File: src/rtl/bcd_pkg.sv
// Shared constants and FSM state type for the packed-BCD serial adder.
package bcd_pkg;

  localparam int BCD_DIGIT_W = 4;
  localparam int BCD_MAX     = 9;
  localparam int BCD_CORR    = 6;

  typedef enum logic [1:0] {
    IDLE = 2'd0,
    RUN  = 2'd1,
    DONE = 2'd2
  } state_t;

endpackage : bcd_pkg

File: src/rtl/bcd_digit_adder.sv
// Combinational single-digit BCD adder: sum, decimal carry and invalid-nibble flag.
module bcd_digit_adder
  import bcd_pkg::*;
(
  input  logic [BCD_DIGIT_W-1:0] a_d,
  input  logic [BCD_DIGIT_W-1:0] b_d,
  input  logic                   c_in,
  output logic [BCD_DIGIT_W-1:0] d,
  output logic                   c_out,
  output logic                   bad
);

  logic [BCD_DIGIT_W:0] s;
  logic [BCD_DIGIT_W:0] s_corr;

  assign s      = {1'b0, a_d} + {1'b0, b_d} + {{BCD_DIGIT_W{1'b0}}, c_in};
  assign s_corr = s + (BCD_DIGIT_W + 1)'(BCD_CORR);

  // Out-of-range nibbles take the same correction path; the wrap is intentional.
  assign c_out = (s > (BCD_DIGIT_W + 1)'(BCD_MAX));
  assign d     = c_out ? s_corr[BCD_DIGIT_W-1:0] : s[BCD_DIGIT_W-1:0];
  assign bad   = (a_d > BCD_DIGIT_W'(BCD_MAX)) | (b_d > BCD_DIGIT_W'(BCD_MAX));

endmodule : bcd_digit_adder

File: src/rtl/bcd_serial_adder.sv
// Multi-digit packed-BCD adder: one digit per clock through a shared digit adder,
// valid/ready handshakes on both the operand and the result side.
module bcd_serial_adder
  import bcd_pkg::*;
#(
  parameter int DIGITS = 4
) (
  input  logic                          clk,
  input  logic                          rst,
  input  logic                          in_valid,
  output logic                          in_ready,
  input  logic [BCD_DIGIT_W*DIGITS-1:0] a,
  input  logic [BCD_DIGIT_W*DIGITS-1:0] b,
  input  logic                          cin,
  output logic                          out_valid,
  input  logic                          out_ready,
  output logic [BCD_DIGIT_W*DIGITS-1:0] sum,
  output logic                          cout,
  output logic                          err
);

  localparam int W     = BCD_DIGIT_W * DIGITS;
  localparam int IDX_W = (DIGITS > 1) ? $clog2(DIGITS) : 1;

  state_t                   state_q, state_d;
  logic [IDX_W-1:0]         idx;
  logic [W-1:0]             a_q, b_q;
  logic [W-1:0]             sum_q;
  logic                     carry_q, cout_q, err_q;
  logic [BCD_DIGIT_W-1:0]   dig;
  logic                     dig_c, dig_bad;
  logic                     last;
  logic                     accept;

  assign last      = (idx == IDX_W'(DIGITS - 1));
  assign in_ready  = (state_q == IDLE) && !rst;
  assign out_valid = (state_q == DONE);
  assign accept    = in_valid && in_ready;

  bcd_digit_adder u_digit (
    .a_d   (a_q[BCD_DIGIT_W-1:0]),
    .b_d   (b_q[BCD_DIGIT_W-1:0]),
    .c_in  (carry_q),
    .d     (dig),
    .c_out (dig_c),
    .bad   (dig_bad)
  );

  // NOTE: sequential state uses non-blocking assignments so every register
  // samples pre-edge values, independent of block ordering.
  always_ff @(posedge clk) begin
    if (rst) state_q <= IDLE;
    else     state_q <= state_d;
  end

  // NOTE: state_d gets its default before the case so no path leaves it unassigned.
  always_comb begin
    state_d = state_q;
    unique case (state_q)
      IDLE:    if (accept)    state_d = RUN;
      RUN:     if (last)      state_d = DONE;
      DONE:    if (out_ready) state_d = IDLE;
      default:                state_d = IDLE;
    endcase
  end

  // NOTE: operand shifters carry no reset; they are always loaded on acceptance
  // before being read, so resetting them would only add fan-out on rst.
  always_ff @(posedge clk) begin
    if (state_q == IDLE && in_valid) begin
      a_q <= a;
      b_q <= b;
    end else if (state_q == RUN) begin
      a_q <= a_q >> BCD_DIGIT_W;
      b_q <= b_q >> BCD_DIGIT_W;
    end
  end

  always_ff @(posedge clk) begin
    if (rst) begin
      sum_q   <= '0;
      cout_q  <= 1'b0;
      err_q   <= 1'b0;
      idx     <= '0;
      carry_q <= 1'b0;
    end else begin
      unique case (state_q)
        IDLE: begin
          if (in_valid) begin
            sum_q   <= '0;
            cout_q  <= 1'b0;
            err_q   <= 1'b0;
            idx     <= '0;
            carry_q <= cin;
          end
        end
        RUN: begin
          for (int i = 0; i < DIGITS; i++) begin
            if (idx == IDX_W'(i)) sum_q[i*BCD_DIGIT_W +: BCD_DIGIT_W] <= dig;
          end
          carry_q <= dig_c;
          err_q   <= err_q | dig_bad;
          if (last) cout_q <= dig_c;
          else      idx    <= idx + 1'b1;
        end
        default: ;
      endcase
    end
  end

  assign sum  = sum_q;
  assign cout = cout_q;
  assign err  = err_q;

endmodule : bcd_serial_adder

File: config.mk
export PLATFORM = sky130hd
export DESIGN_NAME = bcd_serial_adder
export DESIGN_NICKNAME = d
export VERILOG_FILES = /design/src/rtl/bcd_pkg.sv /design/src/rtl/bcd_digit_adder.sv /design/src/rtl/bcd_serial_adder.sv
export SDC_FILE = /design/constraint.sdc
export NUM_CORES = 1
export LEC_CHECK = 0
export ABC_AREA = 1
export CAP_MARGIN = 20
export CORE_MARGIN = 2
export CORE_UTILIZATION = 47
export DETAILED_ROUTE_END_ITERATION = 7
export HOLD_SLACK_MARGIN = 0.05
export PLACE_DENSITY = 0.84
export SYNTH_ARGS = -nofsm -noshare
export SYNTH_HDL_FRONTEND = slang
export SYNTH_SLANG_ARGS = --single-unit
export TNS_END_PERCENT = 1
File: constraint.sdc
create_clock -name clk -period 2.6 [get_ports clk]
set_input_delay 0.52 -clock clk [delete_from_list [all_inputs] [get_ports clk]]
set_output_delay 0.52 -clock clk [all_outputs]
set_load 0.005 [all_outputs]
* Word-level counts from Yosys, hierarchy flattened
Index checks and enable logic that the tools add are counted.
W data, S select, Z words.
** Cells by class
- Add/sub/neg operators :: 4
- $lt $le $gt $ge :: 3
- Equal/unequal tests :: 13
- Multiplexer cells :: 24
- Bitwise operators :: 2
- Reductions and logical operators :: 15
** Operator list (number)
- $mux W16 :: 5
- $pmux W16 S2 :: 1
- $mux W4 :: 5
- $reduce_and A3 Y1 :: 6
- $mux W2 :: 5
- $gt A4 B4 Y1 const B :: 2
- $ne A2 B1 Y1 const B :: 4
- $ne A2 B2 Y1 const B :: 4
- $eq A2 B2 Y1 const B :: 3
- $pmux W1 S2 :: 3
- $pmux W2 S3 :: 1
- $add A4 B4 Y5 :: 1
- $add A5 B1 Y5 :: 1
- $gt A5 B4 Y1 const B :: 1
- $add A4 B3 Y4 const B :: 1
- $eq A2 B1 Y1 const B :: 2
- $logic_not A2 Y1 :: 2
- $pmux W2 S2 :: 1
- $reduce_bool A2 Y1 :: 2
- $logic_and A1 B1 Y1 :: 3
- $mux W1 :: 3
- $add A2 B1 Y2 const B :: 1
- $or A1 B1 Y1 :: 2
- $reduce_and A2 Y1 :: 1
- $logic_not A1 Y1 :: 1
** Word-level totals
- Register bits :: 55
- Input bits :: 37

* Longest topological paths before layout
Gate-level depths: netlist (run 1).
- Word-level depth :: 6
- Depth in mapped cells :: 14
- Depth with buffers taken out :: 14

* Modules after synthesis
A second synthesis (run 1) with hierarchy kept.
** Second synthesis, totals
- Cell total of the unflattened synthesis :: 318
- Area, all modules :: 2661.3 um^2
** By module, submodules not included
- bcd_serial_adder :: times used 1, cells an instance 268, area each 2347.3 um^2
- bcd_digit_adder :: times used 1, cells an instance 50, area each 314.1 um^2

* Least setup slack after synthesis (run 1)
Ideal clock, no wire load.
- Path kind :: register to register
- Start point :: reg a_q[0]
- End point :: reg sum_q[5], in the netlist sum[5]
- Arrival :: 2.216 ns
- Setup slack :: 0.252 ns
- Stages on the path, launching flop included :: 13
- Cells stage by stage :: edfxtp_1 fa_1 fa_1 inv_1 ha_1 inv_1 nor2_1 a21oi_2 nand2_1 nand2_1 nand2_1 nand4_1 a21oi_1
** On the way
- Cells in the longest elaborated chain, start to end :: 6
- Elaborated cells on any way between the ends :: 7
** Ends and longest elaborated chain
- start, declared :: line bcd_serial_adder.sv:27 : logic [W-1:0] a_q, b_q;
- start signal, assigned :: line bcd_serial_adder.sv:74 : a_q <= a_q >> BCD_DIGIT_W;
- $add A4 B4 Y5 (*) :: line bcd_digit_adder.sv:16 : assign s = {1'b0, a_d} + {1'b0, b_d} + {{BCD_DIGIT_W{1'b0}}, c_in};
- $add A5 B1 Y5 (*) :: line bcd_digit_adder.sv:16
- $add A4 B3 Y4 or $gt A5 B4 Y1 (tied branches) :: line bcd_digit_adder.sv:17, bcd_digit_adder.sv:20
- $mux W4 (*) :: line bcd_digit_adder.sv:21 : assign d = c_out ? s_corr[BCD_DIGIT_W-1:0] : s[BCD_DIGIT_W-1:0];
- $mux W4 (*) :: line bcd_serial_adder.sv:99 : if (idx == IDX_W'(i)) sum_q[i*BCD_DIGIT_W +: BCD_DIGIT_W] <= dig;
- $pmux W16 S2 (*) :: line bcd_serial_adder.sv:87 : unique case (state_q)
- end signal, assigned by index :: line bcd_serial_adder.sv:99
- end, declared :: line bcd_serial_adder.sv:28 : logic [W-1:0] sum_q;
Every way passes the cells marked *; elsewhere a longest branch is shown, timed or not. The select of a mux whose other input is x is not followed.
A chain may end at the register's enable or synchronous reset.

* Worst setup path in the final report (run 1)
- Start point :: reg b_q[0]
- End point :: reg sum_q[1], in the netlist sum[1]
** On the way
- Cells in the longest elaborated chain, start to end :: 6
- Elaborated cells on any way between the ends :: 7
** Ends and longest elaborated chain
- start, declared :: line bcd_serial_adder.sv:27
- start signal, assigned :: line bcd_serial_adder.sv:75 : b_q <= b_q >> BCD_DIGIT_W;
- $add A4 B4 Y5 (*) :: line bcd_digit_adder.sv:16
- $add A5 B1 Y5 (*) :: line bcd_digit_adder.sv:16
- $add A4 B3 Y4 or $gt A5 B4 Y1 (tied branches) :: line bcd_digit_adder.sv:17, bcd_digit_adder.sv:20
- $mux W4 (*) :: line bcd_digit_adder.sv:21
- $mux W4 (*) :: line bcd_serial_adder.sv:99
- $pmux W16 S2 (*) :: line bcd_serial_adder.sv:87
Marks and branches as above.

==> out/summary.txt, run 1 <==
Synth top area share: 0.376
VDD IR max: 339 uV
Initial Util: 0.494
final WL: 5.11 mm
CP arrival: 2.74 ns
synth top area cells: edfxtp_1 (38%), dfxtp_1 (18%), nand2_1 (15%), a21oi_1 (4.5%), ha_1 (3.9%)
LEAKAGE: 1.42 nW
core box area: 5170 um2
Root Driver: clkbuf_8
pre-CTS WS: -0.000660 ns
number of H-tree levels: 2
Post-Syn Area: 2550 um2
CTS tree: yes
drt drc: 0
highest clock rate: 401 MHz
Routed WL per cell: 12.3 um
R2R depth: 11
CP max stage delay: 0.57 ns
Final setup viols: 0
worst setup path startpoint: b_q[0]
Slew @ Worst Pin: 0.394 ns
top-count cell post-synth: nand2_1
period utilization: 0.959
Commonest cells post-synth: nand2_1 (104), edfxtp_1 (32), inv_1 (25), a21oi_1 (23), dfxtp_1 (23)
largest net degree at the start of global routing: 35
via count: 2,036
R2R Path End: sum[1]
#FFs+latches synth: 55
Setup WS post-layout: 0.107 ns
# port buffers: 56
ys flop type: edfxtp_1
initial drt markers: 121
Worst EP required: 2.84 ns
DR pass1 iterations: 4
Hold Path Class: register to register
fill count: 417
Die Height: 77.7 um
Crit path max-delay family: adder cells
CTS Buf Count: 5
Cell Chain, Critical Path: fa_2 -> fa_2 -> inv_2 -> ha_4 -> inv_1 -> nor2_1 -> a21oi_2 -> nand2_2 -> nand3_2 -> nand4_1 -> a21oi_2
via/cell ratio: 4.92
total global routing overflow: 0
RSZ-0062 raised after global routing: no
vias in the first global route: 2,063
fin util: 0.653
Synth Net Count: 332
Worst path depth: 11
Ports: 57
routability cong.: 0.801
CP max FO: 4
Clock Path Buffers: 2
MaxCap Viol Count: 0
first-pass GRT wire length: 8.96 mm
DRT antenna net count: 0
antenna violations before repair: 0
chip width: 77.7 um
DP Area: 3190 um2
P&R area growth vs syn: 32.2%
WP buf/inv: 2
end of the critical path: sum[1]
Clock Sinks: 55
max-slew violations: 0
fraction of registers with async set/reset: 0
DP HPWL: 3.69 mm
Max-slew headroom: 0.737
final design area excluding fillers: 3380 um2
post-layout min period: 2.49 ns
Cells after Synth: 285
# diodes: 0
r2r startpoint: b_q[0]
Clock Latency Late Sink: 0.30 ns
startpoint types: register
number of synthesis warnings: 0
FP Rows: 26
Synth area leader: edfxtp_1
r2r setup slk: 0.11 ns
status: finished clean
Clock Skews: 0.00964 ns
setup TNS: 0 ns
EDFF count, synth: 32
fraction of the yosys area taken by sequential cells: 0.556
Mean Syn Cell Area: 8.96 um2
type of destination of the critical path: register
layout cells sized above 1: 0.122
setup bufs post-CTS: 0
Cell variety after synth: 26
Tot GR Track Use: 0.186
die area: 6040 um2
Worst-path clk slew: 0.10 ns
slowest cell on the critical path: fa_2
Post-CTS Hold Buffers: 0
final hold vios: 0
total power divided by cell area: 678 nW/um2
Setup CP Type: register to register
nets: 390
==> worst register-to-register path: stages, from the launching register on <==
cell and delay [ns]:
edfxtp_1 0.42, fa_2 0.43, fa_2 0.57, inv_2 0.06, ha_4 0.16, inv_1 0.06, nor2_1 0.05, a21oi_2 0.12
nand2_2 0.11, nand3_2 0.12, nand4_1 0.16, a21oi_2 0.18
==> cell type report <==
class                           count  area (um2)  area share
Clock buffer                        7         119      0.0352
Clock inverter                      1        17.5     0.00519
Inverter                           28         110      0.0326
Multi-Input combinational cell    193        1020       0.302
Sequential cell                    55        1420       0.421
Tap cell                           70        87.6      0.0259
Timing Repair Buffer               60         603       0.179
==> routing by layer <==
layer | vias to the layer above | GRT usage | share of wire
met5 | - | 0 | 0
met4 | 0 | 0.0571 | 0.0088
met3 | 6 | 0.0558 | 0.057
met2 | 62 | 0.334 | 0.52
met1 | 940 | 0.211 | 0.42
li1 | 1028 | - | -
==> worst min-delay path by stage <==
stage | startpoint | endpoint | depth (start not counted)
2_1_floorplan | sum[12] | sum[12] | 2
3_3_place_gp | sum[12] | sum[12] | 2
3_5_place_dp | cout | cout | 2
4_1_cts | cout | cout | 2
5_1_grt | sum[0] | sum[0] | 2
6_report | sum[12] | sum[12] | 2
==> sequential cells by signal, indices dropped and copies added (netlist names) <==
register	flops
sum	16
state_q	2
err	1
b_q	16
cout	1
a_q	16
idx	2
carry_q	1
==> per-stage QoR <==
step / total power, W / hold WS, ns / instances
after global placement: 0.00161 / 0.452 / 406
final: 0.00229 / 0.467 / 414
after floorplan: 0.00144 / 0.455 / 285
after CTS: 0.00225 / 0.469 / 414
after detailed placement: 0.00163 / 0.454 / 406
after global routing: 0.00243 / 0.496 / 414
==> where the power goes <==
part / internal (W) / switching [W] / leakage [nW]
clock network: 0.000353 / 0.000264 / 0.0733
logic: 0.000255 / 0.000340 / 0.831
registers: 0.00103 / 0.0000426 / 0.512
==> cell families after synthesis <==
kind of cell             synth area share
AND/OR/NAND/NOR                     0.233
adder cells (fa/ha/maj)            0.0549
AO/OA/AOI/OAI                      0.0930
flip-flops                          0.556
buffers and inverters              0.0632
==> cells in the final DEF (no fill, tap or decap) <==
master,count
a21oi_2,8
nand3_2,3
ha_1,7
a21oi_4,1
inv_4,2
nand3_1,5
clkdlybuf4s50_1,56
o21bai_1,1
ha_4,1
buf_12,1
clkbuf_16,2
a21oi_1,20
buf_4,3
nand2_1,101
clkbuf_8,5
nor2_2,2
inv_1,24
nor3_1,1
inv_2,2
dfxtp_1,23
edfxtp_1,32
nor2_4,2
nand4_1,4
fa_2,2
nand2_4,1
bufinv_8,1
nor2_1,17
o21ai_0,8
o21ai_1,3
nand2_2,6
==> repair_timing <==
action	in CTS	in global routing
gates resized for setup	1	12
pin swaps	0	4
endpoints found under the setup margin	1	13
Power figures use the tool's default switching activity.
==> inputs of run 2 (changes only) <==
--- a/config.mk
+++ b/config.mk
@@ -6,7 +6,7 @@
 export NUM_CORES = 1
 export LEC_CHECK = 0
 export ABC_AREA = 1
-export CAP_MARGIN = 20
+export CAP_MARGIN = 0
 export CORE_MARGIN = 2
 export CORE_UTILIZATION = 47
 export DETAILED_ROUTE_END_ITERATION = 7
==> results of run 2 <==
Final layout, timing and power as in run 1 (identical DEF).
==> inputs of run 3 (changes only) <==
--- a/config.mk
+++ b/config.mk
@@ -10,7 +10,7 @@
 export CORE_MARGIN = 2
 export CORE_UTILIZATION = 47
 export DETAILED_ROUTE_END_ITERATION = 7
-export HOLD_SLACK_MARGIN = 0.05
+export HOLD_SLACK_MARGIN = 0.03
 export PLACE_DENSITY = 0.84
 export SYNTH_ARGS = -nofsm -noshare
 export SYNTH_HDL_FRONTEND = slang
==> results of run 3 <==
Final layout, timing and power as in run 1 (identical DEF).
